--- src/rtl/digit_pair_sequencer_if.sv ---
// Handshake bundle between the operand source, the digit pair sequencer and the digit multiplier.
// The slave modport is the sequencer side; the master modport is the producer/consumer side.
interface digit_pair_sequencer_if #(
    parameter int DIGITS  = 4,
    parameter int DIGIT_W = 4
);
    localparam int POS_W = $clog2(2*DIGITS-1);

    logic                      clear;
    logic                      mode;
    logic                      skip_zero;
    logic                      in_valid;
    logic                      in_ready;
    logic [DIGITS*DIGIT_W-1:0] in_a;
    logic [DIGITS*DIGIT_W-1:0] in_b;
    logic                      out_valid;
    logic                      out_ready;
    logic [DIGIT_W-1:0]        out_digit_a;
    logic [DIGIT_W-1:0]        out_digit_b;
    logic [POS_W-1:0]          out_pos;
    logic                      out_first;
    logic                      done;
    logic                      busy;

    modport master (
        output clear, mode, skip_zero, in_valid, in_a, in_b, out_ready,
        input  in_ready, out_valid, out_digit_a, out_digit_b, out_pos, out_first, done, busy
    );

    modport slave (
        input  clear, mode, skip_zero, in_valid, in_a, in_b, out_ready,
        output in_ready, out_valid, out_digit_a, out_digit_b, out_pos, out_first, done, busy
    );
endinterface

--- src/rtl/digit_pair_sequencer.sv ---
// Stages two multi-digit operands and streams (a[i], b[j], i+j) digit pairs to the digit
// multiplier, in cross-product or diagonal order, optionally skipping pairs with a zero digit.
module digit_pair_sequencer #(
    parameter  int DIGITS  = 4,
    parameter  int DIGIT_W = 4,
    localparam int IDX_W   = $clog2(DIGITS),
    localparam int POS_W   = $clog2(2*DIGITS-1)
) (
    input  logic                    clk,
    input  logic                    rst_n,
    digit_pair_sequencer_if.slave   bus
);
    typedef enum logic [1:0] {
        S_IDLE = 2'd0,
        S_RUN  = 2'd1,
        S_DONE = 2'd2
    } state_t;

    localparam logic [IDX_W-1:0] I_MAX = IDX_W'(DIGITS-1);

    state_t                    state_q, state_d;
    logic [DIGITS*DIGIT_W-1:0] a_q, a_d;
    logic [DIGITS*DIGIT_W-1:0] b_q, b_d;
    logic                      mode_q, mode_d;
    logic                      skip_q, skip_d;
    logic [IDX_W-1:0]          i_q, i_d;
    logic [IDX_W-1:0]          j_q, j_d;
    logic                      first_q, first_d;

    logic [DIGIT_W-1:0] a_dig [DIGITS];
    logic [DIGIT_W-1:0] b_dig [DIGITS];

    for (genvar gi = 0; gi < DIGITS; gi++) begin : g_unpack
        assign a_dig[gi] = a_q[gi*DIGIT_W +: DIGIT_W];
        assign b_dig[gi] = b_q[gi*DIGIT_W +: DIGIT_W];
    end

    logic [DIGIT_W-1:0] cand_a;
    logic [DIGIT_W-1:0] cand_b;
    logic               running;
    logic               skipped;
    logic               advance;
    logic               last_cand;

    assign cand_a    = a_dig[i_q];
    assign cand_b    = b_dig[j_q];
    assign running   = (state_q == S_RUN);
    assign skipped   = skip_q && ((cand_a == '0) || (cand_b == '0));
    // A skipped candidate moves on by itself; an offered one waits for the consumer.
    assign advance   = running && (skipped || bus.out_ready);
    assign last_cand = mode_q ? (i_q == I_MAX) : ((i_q == I_MAX) && (j_q == I_MAX));

    always_ff @(posedge clk or negedge rst_n) begin
        if (!rst_n) begin
            state_q <= S_IDLE;
            a_q     <= '0;
            b_q     <= '0;
            mode_q  <= 1'b0;
            skip_q  <= 1'b0;
            i_q     <= '0;
            j_q     <= '0;
            first_q <= 1'b0;
        end else begin
            state_q <= state_d;
            a_q     <= a_d;
            b_q     <= b_d;
            mode_q  <= mode_d;
            skip_q  <= skip_d;
            i_q     <= i_d;
            j_q     <= j_d;
            first_q <= first_d;
        end
    end

    always_comb begin
        state_d = state_q;
        a_d     = a_q;
        b_d     = b_q;
        mode_d  = mode_q;
        skip_d  = skip_q;
        i_d     = i_q;
        j_d     = j_q;
        first_d = first_q;

        bus.in_ready    = 1'b0;
        bus.out_valid   = 1'b0;
        bus.out_digit_a = '0;
        bus.out_digit_b = '0;
        bus.out_pos     = '0;
        bus.out_first   = 1'b0;
        bus.done        = 1'b0;
        bus.busy        = 1'b0;

        case (state_q)
            S_IDLE: begin
                bus.in_ready = !bus.clear;
                if (bus.in_valid && !bus.clear) begin
                    a_d     = bus.in_a;
                    b_d     = bus.in_b;
                    mode_d  = bus.mode;
                    skip_d  = bus.skip_zero;
                    i_d     = '0;
                    j_d     = '0;
                    first_d = 1'b1;
                    state_d = S_RUN;
                end
            end
            S_RUN: begin
                bus.busy        = 1'b1;
                bus.out_valid   = !skipped;
                bus.out_digit_a = cand_a;
                bus.out_digit_b = cand_b;
                bus.out_pos     = POS_W'(i_q) + POS_W'(j_q);
                bus.out_first   = first_q && !skipped;
                if (advance) begin
                    if (!skipped) begin
                        first_d = 1'b0;
                    end
                    if (last_cand) begin
                        state_d = S_DONE;
                    end else if (mode_q) begin
                        i_d = i_q + IDX_W'(1);
                        j_d = j_q + IDX_W'(1);
                    end else if (i_q == I_MAX) begin
                        i_d = '0;
                        j_d = j_q + IDX_W'(1);
                    end else begin
                        i_d = i_q + IDX_W'(1);
                    end
                end
            end
            S_DONE: begin
                bus.busy = 1'b1;
                bus.done = 1'b1;
                state_d  = S_IDLE;
            end
            default: begin
                state_d = S_IDLE;
            end
        endcase

        // Abort wins over everything, including a pending capture or final advance.
        if (bus.clear) begin
            state_d = S_IDLE;
            first_d = 1'b0;
        end
    end
endmodule

--- src/flat_wrapper.sv ---
// flat-port wrapper written by rule: the top's interface ports become plain ports
module digit_pair_sequencer_flat 
#(
    parameter  int DIGITS  = 4,
    parameter  int DIGIT_W = 4,
    localparam int IDX_W   = $clog2(DIGITS),
    localparam int POS_W   = $clog2(2*DIGITS-1)
)
  (clk, rst_n, bus_clear, bus_mode, bus_skip_zero, bus_in_valid, bus_in_a, bus_in_b, bus_out_ready, bus_in_ready, bus_out_valid, bus_out_digit_a, bus_out_digit_b, bus_out_pos, bus_out_first, bus_done, bus_busy);
  digit_pair_sequencer_if #(.DIGITS(DIGITS), .DIGIT_W(DIGIT_W)) bus_i ();
  input  logic clk;
  input  logic rst_n;
  input wire logic [$bits(bus_i.clear)-1:0] bus_clear;
  input wire logic [$bits(bus_i.mode)-1:0] bus_mode;
  input wire logic [$bits(bus_i.skip_zero)-1:0] bus_skip_zero;
  input wire logic [$bits(bus_i.in_valid)-1:0] bus_in_valid;
  input wire logic [$bits(bus_i.in_a)-1:0] bus_in_a;
  input wire logic [$bits(bus_i.in_b)-1:0] bus_in_b;
  input wire logic [$bits(bus_i.out_ready)-1:0] bus_out_ready;
  output wire logic [$bits(bus_i.in_ready)-1:0] bus_in_ready;
  output wire logic [$bits(bus_i.out_valid)-1:0] bus_out_valid;
  output wire logic [$bits(bus_i.out_digit_a)-1:0] bus_out_digit_a;
  output wire logic [$bits(bus_i.out_digit_b)-1:0] bus_out_digit_b;
  output wire logic [$bits(bus_i.out_pos)-1:0] bus_out_pos;
  output wire logic [$bits(bus_i.out_first)-1:0] bus_out_first;
  output wire logic [$bits(bus_i.done)-1:0] bus_done;
  output wire logic [$bits(bus_i.busy)-1:0] bus_busy;
  assign bus_i.clear = bus_clear;
  assign bus_i.mode = bus_mode;
  assign bus_i.skip_zero = bus_skip_zero;
  assign bus_i.in_valid = bus_in_valid;
  assign bus_i.in_a = bus_in_a;
  assign bus_i.in_b = bus_in_b;
  assign bus_i.out_ready = bus_out_ready;
  assign bus_in_ready = bus_i.in_ready;
  assign bus_out_valid = bus_i.out_valid;
  assign bus_out_digit_a = bus_i.out_digit_a;
  assign bus_out_digit_b = bus_i.out_digit_b;
  assign bus_out_pos = bus_i.out_pos;
  assign bus_out_first = bus_i.out_first;
  assign bus_done = bus_i.done;
  assign bus_busy = bus_i.busy;
  digit_pair_sequencer #(.DIGITS(DIGITS), .DIGIT_W(DIGIT_W)) u_core (.clk(clk), .rst_n(rst_n), .bus(bus_i));
endmodule
--- config.mk ---
export PLATFORM = sky130hd
export DESIGN_NAME = digit_pair_sequencer_flat
export DESIGN_NICKNAME = d
export VERILOG_FILES = /design/src/rtl/digit_pair_sequencer_if.sv /design/src/rtl/digit_pair_sequencer.sv /design/src/flat_wrapper.sv
export SDC_FILE = /design/constraint.sdc
export NUM_CORES = 1
export LEC_CHECK = 0
export ABC_AREA = 1
export BUFFER_PORTS_ARGS = -buffer_cell sky130_fd_sc_hd__clkbuf_2
export CAP_MARGIN = 20
export CORE_UTILIZATION = 53
export DETAILED_ROUTE_END_ITERATION = 10
export PLACE_DENSITY = 0.77
export SLEW_MARGIN = 20
export SYNTH_ARGS = -nofsm -noshare
export SYNTH_HDL_FRONTEND = slang
export SYNTH_SLANG_ARGS = --single-unit
--- constraint.sdc ---
create_clock -name clk -period 1.7 [get_ports clk]
set_input_delay 0.085 -clock clk [delete_from_list [all_inputs] [get_ports clk]]
set_output_delay 0.085 -clock clk [all_outputs]
set_load 0.005 [all_outputs]
==> reports/qor.csv <==
stage,metric,value,unit
drt,"antenna viol nets, final",0,
place,Final HPWL DP,3460,um
finish,fin cells,445,
clock_network,clock sink count,41,
drt,"wirelength, routed",5690,um
yosys,sequential share of the synthesized area,0.470,
critical_path,crit-path leading delay family,simple AND/OR/NAND/NOR gates,
critical_path,critical path type,flip-flop to primary output,
sta,final worst path period share,1.07,
pwr,PwrDens,1540,nW/um2
floorplan,standard-cell rows,22,
critical_path,worst endpoint required time,1620,ps
sta,worst hold margin,-4.34,ps
critical_path,CP peak stage delay,440,ps
pwr,total power,4.85,mW
sta,Slew @ Worst Pin,540,ps
yosys,most frequent cell after synthesis,nand2_1,
pwr,P_leak,1.77,nW
min_path,Hold Crit Class,input pin to flip-flop,
yosys,ys async rst share,1.00,
yosys,"Warnings, synthesis",0,
critical_path,"critical path, cell by cell",inv_1 -> nand3_2 -> nand2_1 -> nand2_1 -> inv_1 -> nand2_1 -> nand2_1 -> nand2_2 -> nand2_2 -> nor2_1 -> buf_2,
place,"Cell Area, Placed",2560,um2
clock_network,CTS tree,built,
finish,share of cells above drive strength 1,0.345,
floorplan,die area,4380,um2
run_status,failing checks,"negative hold slack, negative setup slack",
job,Max-Cap Viols,0,
sta,f_max,0.551,GHz
yosys,Netlist Area Pre-Place,2180,um2
critical_path,Worst Setup Start Kind,flip-flop,
sta,Slew headroom,0.640,
drt,DR pass1 iterations,4,
sta,clock skew,6.17,ps
grt,total track usage,0.278,
grt,initial antenna violation count,0,
floorplan,die height,66.2,um
grt,largest net degree at the start of global routing,34,
clock_network,CTS root buf,clkbuf_8,
drt,initial DRC count,92,
place,placed cell count,408,
drt,# DRC,0,
critical_path,CP max-delay cell,dfrtp_1,
yosys,Syn Inst Count,302,
place,Port Buffers,54,
floorplan,io pins,55,
sta,Hold Fails Final Rpt,2,
finish,Nets,443,
drt,routed len/inst,12.8,um
clock_network,cts bufs inserted,5,
finish,final core occ,0.830,
finish,post-route cell area,3150,um2
floorplan,DIE WIDTH,66.2,um
finish,Area Overhead vs Synth,44.4,%
place,GP Congestion,0.904,
yosys,proportion of netlist area held by the largest area contributor,0.470,
yosys,#FFs+latches synth,41,
yosys,Synth Net Count,349,
sta,max-slew violations,0,
grt,vias in the first global route,2093,
yosys,Synth area leader,dfrtp_1,
yosys,Post-synth EDFFs,0,
drt,via count,2238,
yosys,top post-synthesis cells by count,"166 x nand2_1, 41 x dfrtp_1, 20 x inv_1",
drt,vias per std cell,5.03,
sta,RSZ-0062 raised after global routing,true,
clock_network,CTS Buffer Depth,2,
run_status,status,"finished, violations left",
floorplan,Initial Util,0.575,
critical_path,CP endpoint kind,primary output,
grt,total gr overflow,0,
finish,number of diodes,0,
clock_network,clock slew at reported path FFs,80,ps
critical_path,crit path DAT,1730,ps
sta,minimum clock period,1820,ps
clock_network,Worst-Skew Late Latency,290,ps
yosys,Area contributors post-synth,"dfrtp_1 47%, nand2_1 29%, nand3_1 4.4%",
floorplan,Core Box Area,3800,um2
critical_path,CP max FO,4,
yosys,Main synth FF type,dfrtp_1,
grt,global-route wire length before repair,9020,um
sta,setup violators final,4,
sta,Worst Slack Setup Final,-115,ps
clock_network,htree depth,2,
yosys,Synth cell types,21,
yosys,Syn Area/Cell,7.23,um2
finish,Fill cells,250,
pwr,peak supply drop,918,uV
critical_path,CP Buf/Inv Count,3,
critical_path,most used cell along the critical path,nand2_1,
-- cells by family after synthesis --
logic type,after synthesis,share of synthesized area
compound gates,10,0.0252
flops,41,0.470
simple gates,210,0.386
fa+ha+maj,8,0.0493
buf+inv,33,0.0699
-- final timing paths --
check,cells past startpoint,endpoint,slack [ps],startpoint
worst max-delay path,11,bus_out_first,-120,u_core.i_q[1]$_DFFE_PN0P_
worst min-delay path,3,u_core.skip_q$_DFFE_PN0P_,-4,bus_skip_zero
worst max register to register,11,u_core.state_q[1]$_DFFE_PN0P_,0,u_core.i_q[1]$_DFFE_PN0P_
worst min register to register,2,u_core.b_q[2]$_DFFE_PN0P_,490,u_core.b_q[2]$_DFFE_PN0P_
max in group asynchronous,3,u_core.j_q[1]$_DFFE_PN0P_,880,rst_n
min in group asynchronous,2,u_core.b_q[15]$_DFFE_PN0P_,310,rst_n
-- worst register-to-register path: stages (launching register included) --
cell     delay [ps]
dfrtp_1         440
inv_1           200
nand3_2         120
nand2_1         100
nand2_1          60
inv_1            50
nand2_1          50
nand2_1          70
nand2_2          90
nand3_1         140
nand2_2         100
o21a_1          170
-- state kept, by name, summed over array words and instances (netlist names) --
name	flops
u_core.a_q	16
u_core.b_q	16
u_core.first_q	1
u_core.i_q	2
u_core.j_q	2
u_core.mode_q	1
u_core.skip_q	1
u_core.state_q	2
-- per-layer routing --
layer | vias up | track usage | share of wire
li1 | 1108 | - | -
met1 | 1071 | 0.353 | 0.43
met2 | 52 | 0.464 | 0.52
met3 | 7 | 0.0517 | 0.041
met4 | 0 | 0.114 | 0.010
met5 | - | 0 | 0
-- stage by stage --
| stage | setup slack, ps | setup TNS [ps] | hold WS, ps |
|---|---|---|---|
| after CTS | -106 | -303 | 0.651 |
| after global placement | 110 | 0 | 92.5 |
| after detailed placement | 109 | 0 | 84.3 |
| after global routing | -215 | -1150 | 3.76 |
| after floorplan | 80.2 | 0 | -211 |
| final | -115 | -338 | -4.34 |
-- cells in the final DEF (no fill, tap or decap), types with 4 or more instances in the layout --
| cell type | instances |
|---|---|
| a21oi_1 | 4 |
| buf_4 | 11 |
| clkbuf_2 | 53 |
| clkbuf_8 | 5 |
| dfrtp_1 | 38 |
| dlygate4sd3_1 | 27 |
| ha_1 | 6 |
| inv_1 | 17 |
| inv_2 | 4 |
| nand2_1 | 140 |
| nand2_2 | 31 |
| nand3_1 | 5 |
| nand3_2 | 14 |
| nor2_1 | 11 |
-- power breakdown --
| part | total [mW] | internal (mW) | switching, mW |
|---|---|---|---|
| Combinational | 2.30 | 0.962 | 1.34 |
| Sequential | 1.78 | 1.42 | 0.359 |
| Clock | 0.778 | 0.441 | 0.337 |
-- cell type report --
| type | instances | area [um2] | share of cell area |
|---|---|---|---|
| Sequential cell | 41 | 1030 | 0.327 |
| Clock inverter | 2 | 38.8 | 0.0123 |
| Timing Repair Buffer | 97 | 692 | 0.219 |
| Inverter | 23 | 93.8 | 0.0298 |
| Clock buffer | 6 | 72.6 | 0.0230 |
| Multi-Input combinational cell | 228 | 1170 | 0.370 |
| Tap cell | 48 | 60.1 | 0.0190 |
-- timing repair --
item / 4_1_cts / 5_1_grt
setup endpoints to repair: 4 / 16
hold buffers: 27 / 0
pin swaps: 3 / 30
endpoints found under the hold margin: 47 / 0
buffers inserted: 2 / 0
cloned: 0 / 0
gates resized for setup: 8 / 55
Power figures use the tool's default switching activity.
